**src/rtl/actuator_pulse_gen.sv**
```systemverilog
// Three-channel actuator pulse generator with windowed, clipped durations.
// Optional one-deep pending command buffer: define ACT_CMD_BUF_EN.
module actuator_pulse_gen #(
  parameter int WID_8     = 8,
  parameter int WID_16    = 16,
  parameter int TICK_DIV  = 96,
  parameter int GAP_TICKS = 16
) (
  input  logic              clk,
  input  logic              rst_n,
  input  logic [WID_8-1:0]  cmd_vld,
  input  logic [WID_16-1:0] cmd_time,
  input  logic [WID_16-1:0] cmd_ta,
  input  logic [WID_16-1:0] cmd_tb,
  input  logic [WID_16-1:0] cmd_tc,
  output logic [2:0]        act_out,
  output logic              busy,
  output logic              done,
  output logic              cmd_drop,
  output logic              clip_flag
);

  localparam int PW      = $clog2(TICK_DIV);
  localparam int GAP_CYC = GAP_TICKS * TICK_DIV;

  typedef struct packed {
    logic [2:0]        en;
    logic [WID_16-1:0] tw;
    logic [WID_16-1:0] ta;
    logic [WID_16-1:0] tb;
    logic [WID_16-1:0] tc;
  } cmd_t;

  typedef enum logic [2:0] {
    IDLE, LOAD, RUN, DONE, GAP
  } state_t;

  state_t                  state, state_nx;
  cmd_t                    cmd_new, cur, load_cmd;
  logic                    cmd_in, buf_vld;
  logic                    wrap, last;
  logic [PW-1:0]           presc;
  logic [WID_16-1:0]       tick_cnt, tick_nx;
  logic [31:0]             gap_cnt;
  logic [2:0][WID_16-1:0]  t_raw, teff, teff_c;
  logic [2:0]              clip_c, act_nx;

  assign cmd_new = {cmd_vld[2:0], cmd_time, cmd_ta, cmd_tb, cmd_tc};
  assign cmd_in  = |cmd_vld;
  assign wrap    = presc == PW'(TICK_DIV - 1);
  assign last    = tick_cnt == cur.tw - 1'b1;
  assign tick_nx = tick_cnt + 1'b1;
  assign t_raw   = {cur.tc, cur.tb, cur.ta};

`ifdef ACT_CMD_BUF_EN
  cmd_t buf_cmd;
  logic take_buf, store;

  // A command landing as the buffer drains refills it.
  assign take_buf = (state == IDLE) && buf_vld;
  assign store    = cmd_in && (state != IDLE || buf_vld)
                    && (!buf_vld || take_buf);
  assign cmd_drop = cmd_in && (state != IDLE) && buf_vld;
  assign load_cmd = buf_vld ? buf_cmd : cmd_new;

  always_ff @(posedge clk or negedge rst_n) begin
    if (!rst_n) begin
      buf_vld <= 1'b0;
      buf_cmd <= '0;
    end else if (store) begin
      buf_vld <= 1'b1;
      buf_cmd <= cmd_new;
    end else if (take_buf) begin
      buf_vld <= 1'b0;
    end
  end
`else
  assign buf_vld  = 1'b0;
  assign cmd_drop = cmd_in && (state != IDLE);
  assign load_cmd = cmd_new;
`endif

  always_comb begin
    teff_c = '0;
    clip_c = '0;
    for (int i = 0; i < 3; i++) begin
      if (cur.en[i]) begin
        teff_c[i] = (t_raw[i] > cur.tw) ? cur.tw : t_raw[i];
        clip_c[i] = t_raw[i] > cur.tw;
      end
    end
  end

  always_ff @(posedge clk or negedge rst_n) begin
    if (!rst_n) state <= IDLE;
    else        state <= state_nx;
  end

  always_comb begin
    state_nx = state;
    unique case (state)
      IDLE: if (buf_vld || cmd_in) state_nx = LOAD;
      LOAD: state_nx = (cur.tw == '0) ? DONE : RUN;
      RUN:  if (wrap && last) state_nx = DONE;
      DONE: state_nx = (GAP_TICKS == 0) ? IDLE : GAP;
      GAP:  if (gap_cnt == 32'(GAP_CYC - 1)) state_nx = IDLE;
      default: state_nx = IDLE;
    endcase
  end

  always_comb begin
    busy = state != IDLE;
    done = state == DONE;
  end

  // Next act_out value for the cycle being entered.
  always_comb begin
    act_nx = '0;
    if (state == LOAD && cur.tw != '0) begin
      for (int i = 0; i < 3; i++) act_nx[i] = teff_c[i] != '0;
    end else if (state == RUN) begin
      if (!wrap) act_nx = act_out;
      else if (!last)
        for (int i = 0; i < 3; i++) act_nx[i] = tick_nx < teff[i];
    end
  end

  always_ff @(posedge clk or negedge rst_n) begin
    if (!rst_n) begin
      cur       <= '0;
      teff      <= '0;
      presc     <= '0;
      tick_cnt  <= '0;
      gap_cnt   <= '0;
      act_out   <= '0;
      clip_flag <= 1'b0;
    end else begin
      if (state == IDLE && (buf_vld || cmd_in)) cur <= load_cmd;
      unique case (state)
        LOAD: begin
          teff     <= teff_c;
          presc    <= '0;
          tick_cnt <= '0;
          if (|clip_c) clip_flag <= 1'b1;
        end
        RUN: begin
          presc <= wrap ? '0 : presc + 1'b1;
          if (wrap && !last) tick_cnt <= tick_nx;
        end
        DONE: gap_cnt <= '0;
        GAP:  gap_cnt <= gap_cnt + 1'b1;
        default: ;
      endcase
      act_out <= act_nx;
    end
  end

endmodule
```
**config.mk**
```make
export PLATFORM = sky130hd
export DESIGN_NAME = actuator_pulse_gen
export DESIGN_NICKNAME = d
export VERILOG_FILES = /design/src/rtl/actuator_pulse_gen.sv
export SDC_FILE = /design/constraint.sdc
export NUM_CORES = 1
export LEC_CHECK = 0
export BUFFER_PORTS_ARGS = -buffer_cell sky130_fd_sc_hd__buf_4
export CORE_MARGIN = 1.5
export CORE_UTILIZATION = 51
export CTS_CLUSTER_DIAMETER = 30
export DETAILED_ROUTE_END_ITERATION = 7
export GPL_TIMING_DRIVEN = 0
export HOLD_SLACK_MARGIN = 0.02
export PLACE_DENSITY = 0.69
export SLEW_MARGIN = 20
export SYNTH_ARGS = -nofsm -noshare
export SYNTH_HDL_FRONTEND = slang
export SYNTH_SLANG_ARGS = --single-unit
```
**constraint.sdc**
```tcl
create_clock -name clk -period 4.29 [get_ports clk]
set_input_delay 0.429 -clock clk [delete_from_list [all_inputs] [get_ports clk]]
set_output_delay 0.429 -clock clk [all_outputs]
set_load 0.01 [all_outputs]
```
# Word-level counts from Yosys, hierarchy flattened
# Cells that the tools add are included.
# classes
eq_ne,12
n_addsub,4
reduce_logical,20
muxes,23
magnitude_cmp,6
# ops
operator,count
$mux W16,7
$pmux W32 S2,1
$reduce_bool A16 Y1,4
$gt A16 B16 Y1,3
$lt A16 B16 Y1,3
$add A32 B1 Y32 const B,1
$eq A32 B11 Y1 const B,1
$pmux W16 S2,1
$mux W3,7
$add A16 B1 Y16 const B,1
$eq A16 B16 Y1,1
$logic_not A16 Y1,1
$sub A16 B1 Y16 const B,1
$pmux W3 S5,1
$pmux W7 S2,1
$reduce_or A8 Y1,1
$add A7 B1 Y7 const B,1
$eq A7 B7 Y1 const B,1
$mux W7,1
$eq A3 B2 Y1 const B,2
$ne A2 B2 Y1 const B,3
$logic_and A1 B1 Y1,5
$mux W1,4
$reduce_and A2 Y1,2
other kinds (10),11
# totals
out_inout_bits,7
regBits,177

# Longest topological paths before layout
# logic_depth
word_depth,6
ltp_mapped,14
mapped_depth_nobuf,12

# Least setup slack after synthesis
# Ideal clock, no wire load.
# synth_timing
kind,register -> register
start,register cur[53] (netlist name)
end,register teff[10] (netlist name)
stages_incl_launch_ff,13
setup_time_ns,0.141
period_less_slack_ns,2.990
path_slack_ns,1.300
t_arrival_ns,2.849
cell_sequence,dfrtp_1 -> clkbuf_1 -> inv_1 -> ha_1 -> a21o_1 -> a21oi_1 -> nor2b_1 -> o31ai_1 -> a22o_1 -> clkbuf_1 -> buf_1 -> mux2i_1 -> o22ai_1
# synth_between
elab_chain_cells,3
# synth_lines
item,line,source
"start, declared",39,"cmd_t cmd_new, cur, load_cmd;"
"start signal, assigned",138,if (state == IDLE && (buf_vld || cmd_in)) cur <= load_cmd;
$gt A16 B16 Y1,88,teff_c[i] = (t_raw[i] > cur.tw) ? cur.tw : t_raw[i];
$mux W16,88,
$mux W16,87,if (cur.en[i]) begin
"end signal, assigned",141,teff <= teff_c;
"end, declared",45,"logic [2:0][WID_16-1:0] t_raw, teff, teff_c;"
# Every way passes these cells.
# A chain may end at the register's enable or synchronous reset.

# Worst setup path in the final report
# layout_timing
start,register cur[58] (netlist name)
end,register teff[9] (netlist name)
# Same word-level chain as after synthesis.

==> reports/results.tsv <==
stage	metric	value	unit
status	status	complete, no violations	
critical_path	CP required	4.58	ns
critical_path	slowest cell delay on critical path	0.64	ns
grt	GRT Residual Overflow	0	
clock_network	TritonCTS Buffers	17	
floorplan	Die Y	148	µm
grt	largest net degree at the start of global routing	100	
sta	Rel. slew slack	24.1	%
critical_path	Reg-to-Reg Start	cur[58]	
layout	Area Growth Syn to Fin	14.6	%
sta	max-slew violations	0	
synth	Synth Register Bits	177	
layout	Final nets	1351	
synth	Post-Syn Area	10700	µm²
layout	most frequent cells in the layout	dfrtp_1 (177), ha_1 (97), nand2_1 (92)	
route	vias per std cell	6.05	
sta	fin crit period	4.23	ns
synth	Yosys warning total	0	
sta	Fmax	0.236	GHz
route	DR vias	8857	
placed_design	PortBufs	80	
sta	worst slew pin tran	1.14	ns
floorplan	I/O pin count	81	
critical_path	WP data arrival	4.52	ns
synth	number of flops mapped to enable cells by yosys	0	
critical_path	CP Launch Point	cur[58]	
grt	GRT Util Overall	28.4	%
synth	post-synthesis cell type count	68	
sta	Tcrit/Tclk final	98.6	%
clock_network	CTS tree	done	
synth	Cells after Synth	1079	
critical_path	critical path depth	11	
sta	Final Hold Vio Count	0	
pwr	power density of the placed cells	661	nW/µm²
floorplan	Die Span X	148	µm
sta	worst clock skew	0.0124	ns
critical_path	path type of the worst setup path	reg -> reg	
sta	final setup violating endpoints	0	
critical_path	CP max-delay cell	clkbuf_1	
layout	n_diodes	0	
clock_network	CTS root buffer	clkbuf_16	
synth	Yosys top cell area share	41.2	%
clock_network	CTS Sinks	177	
placed_design	DP HPWL	22.4	mm
floorplan	initial core utilization	52.6	%
pwr	leakage	0.00574	µW
route	drt wl/cell	20.4	µm
clock_network	Reg clk slew, reported paths	0.08	ns
sta	Setup TNS	0	ns
floorplan	num rows	52	
pwr	Peak VDD IR	0.000385	V
critical_path	reg2reg path depth	11	
synth	Avg Inst Size Synth	9.96	µm²
worst_hold_path	hold path startpoint	cmd_time[2]	
floorplan	Core ar.	20400	µm²
layout	# fillers	1763	
route	Antenna Nets Post-Route	0	
pwr	Overall Power	8140	µW
clock_network	Max Root-Sink Buffers	2	
synth	asr flop ratio synth	100	%
synth	sequential area share after synthesis	41.2	%
route	starting DRC count in detailed routing	768	
sta	unrepaired setup endpoints after global routing	no	
route	drt total wl	29.9	mm
critical_path	Critical path buffers and inverters	4	
grt	vias in the first global route	8676	
synth	top cell type by total area after synthesis	dfrtp_1	
synth	ys flop type	dfrtp_1	
critical_path	Crit. End Element	register	
layout	commonest non-fill, non-tap cell in the layout	dfrtp_1	
worst_hold_path	Worst Hold Class	in -> reg	
synth	syn_nets	1250	
critical_path	crit-path cells	clkbuf_1 > inv_1 > ha_1 > nand2_1 > o21ai_0 > a221oi_1 > a22o_1 > clkbuf_1 > buf_1 > mux2i_1 > o22ai_1	
placed_design	gp weighted congestion	0.922	
critical_path	CP max FO	10	
layout	layout cells sized above 1	15.6	%
critical_path	critical path's top delay family	buffers and inverters	
critical_path	most frequent CP cell	clkbuf_1	
layout	final core occ	60.3	%
route	DR DRC count	0	
grt	initial antenna violation count	0	
grt	first-pass GRT wire length	47.7	mm
synth	leading post-synthesis cells by cell area	dfrtp_1 (41%), ha_1 (11%), mux2i_1 (6.9%)	
critical_path	CP endpoint	teff[9]	
run	MaxCap Viol Count	0	
critical_path	r2r setup slk	0.06	ns
critical_path	R2R Path End	teff[9]	
route	Initial DRT Pass Iterations	7	
clock_network	H-tree depth	4	
floorplan	die area	21900	µm²
clock_network	post-cts gate resize count	0	
clock_network	clock latency on the worst-skew pair	0.44	ns
critical_path	Critical Path Start Type	register	
## per-layer routing
metal  part of all wire (%)  GRT usage (%)  vias to the layer above
li1                       -              -                     4161
met1                     47           41.6                     4314
met2                     44           42.7                      334
met3                    6.8           4.91                       48
met4                    2.5           9.41                        0
met5                      0              0                        -
## cell type report
type	count	area, µm²	share of cell area [%]
plain buffers	53	230	1.87
clock buffers	18	429	3.49
clock inverters	14	156	1.27
inverters	76	285	2.32
multi-input cells	773	5800	47.1
flip-flops and latches	177	4430	36.0
well taps	270	338	2.74
repair buffers	82	646	5.24
## repair_timing
item / 4_1_cts / 5_1_grt
setup endpoints to repair: 0 / 0
hold endpoints to repair: 35 / 0
buffers inserted: 0 / 0
hold buffers: 1 / 0
## stage by stage
step	std cells	worst slack (ns)	cell area, µm²	hold slack (ns)
floorplan	1079	1.30	10700	0.133
global placement	1429	0.259	11700	0.459
detailed placement	1430	0.271	11700	0.466
CTS	1463	0.235	12300	0.179
global route	1463	0.0698	12300	0.183
finish	1463	0.0594	12300	0.187
## flip-flops by register name, indices dropped and copies added (netlist names)
signal     cells
act_out        3
state          3
teff          48
tick_cnt      16
gap_cnt       32
clip_flag      1
presc          7
cur           67
## worst reg2reg max path, cell delays in order (launching register included)
cell      delay [ns]
dfrtp_1         0.34
clkbuf_1        0.47
inv_1           0.33
ha_1            0.36
nand2_1         0.08
o21ai_0         0.09
a221oi_1        0.52
a22o_1          0.20
clkbuf_1        0.64
buf_1           0.63
mux2i_1         0.30
o22ai_1         0.12
## synth_stat cells (all sizes together) (4+ instances only)
cell,instances
a2111oi,6
o211ai,7
and2,6
o31ai,5
a211oi,6
mux2,49
nand3,40
ha,97
mux2i,74
dfrtp,177
a221o,4
nor2b,5
o21a,8
or2,5
nor2,36
nand2,92
clkbuf,41
nor3,11
a21oi,32
xnor2,20
or4,6
a21o,24
o22ai,47
o21ai,57
inv,76
nor4,26
buf,12
nand4,37
a31oi,4
and3,12
xor2,13
## worst min path at each step
stage,end,slack [ns],cells after the start
after floorplan,act_out[0],0.13,0
after global placement,gap_cnt[31],0.46,1
after detailed placement,cur[4],0.47,1
after CTS,cur[50],0.18,3
after global routing,cur[50],0.18,3
final,cur[50],0.19,3
## kinds of logic (layout without fill, tap and decap cells)
kind of cell | after synthesis | count (layout) | synth area share [%]
AO/OA/AOI/OAI | 230 | 230 | 14.0
multiplexers | 123 | 123 | 12.0
buffers and inverters | 129 | 243 | 4.80
adder cells (fa/ha/maj) | 97 | 97 | 11.3
flip-flops | 177 | 177 | 41.2
XOR/XNOR | 33 | 33 | 2.69
AND/OR/NAND/NOR | 290 | 290 | 13.9
## report_power, final
group | switching (µW) | internal [µW]
registers | 557 | 2090
clock network | 756 | 832
logic | 2200 | 1710
total | 3510 | 4630
Power figures use the tool's default switching activity.
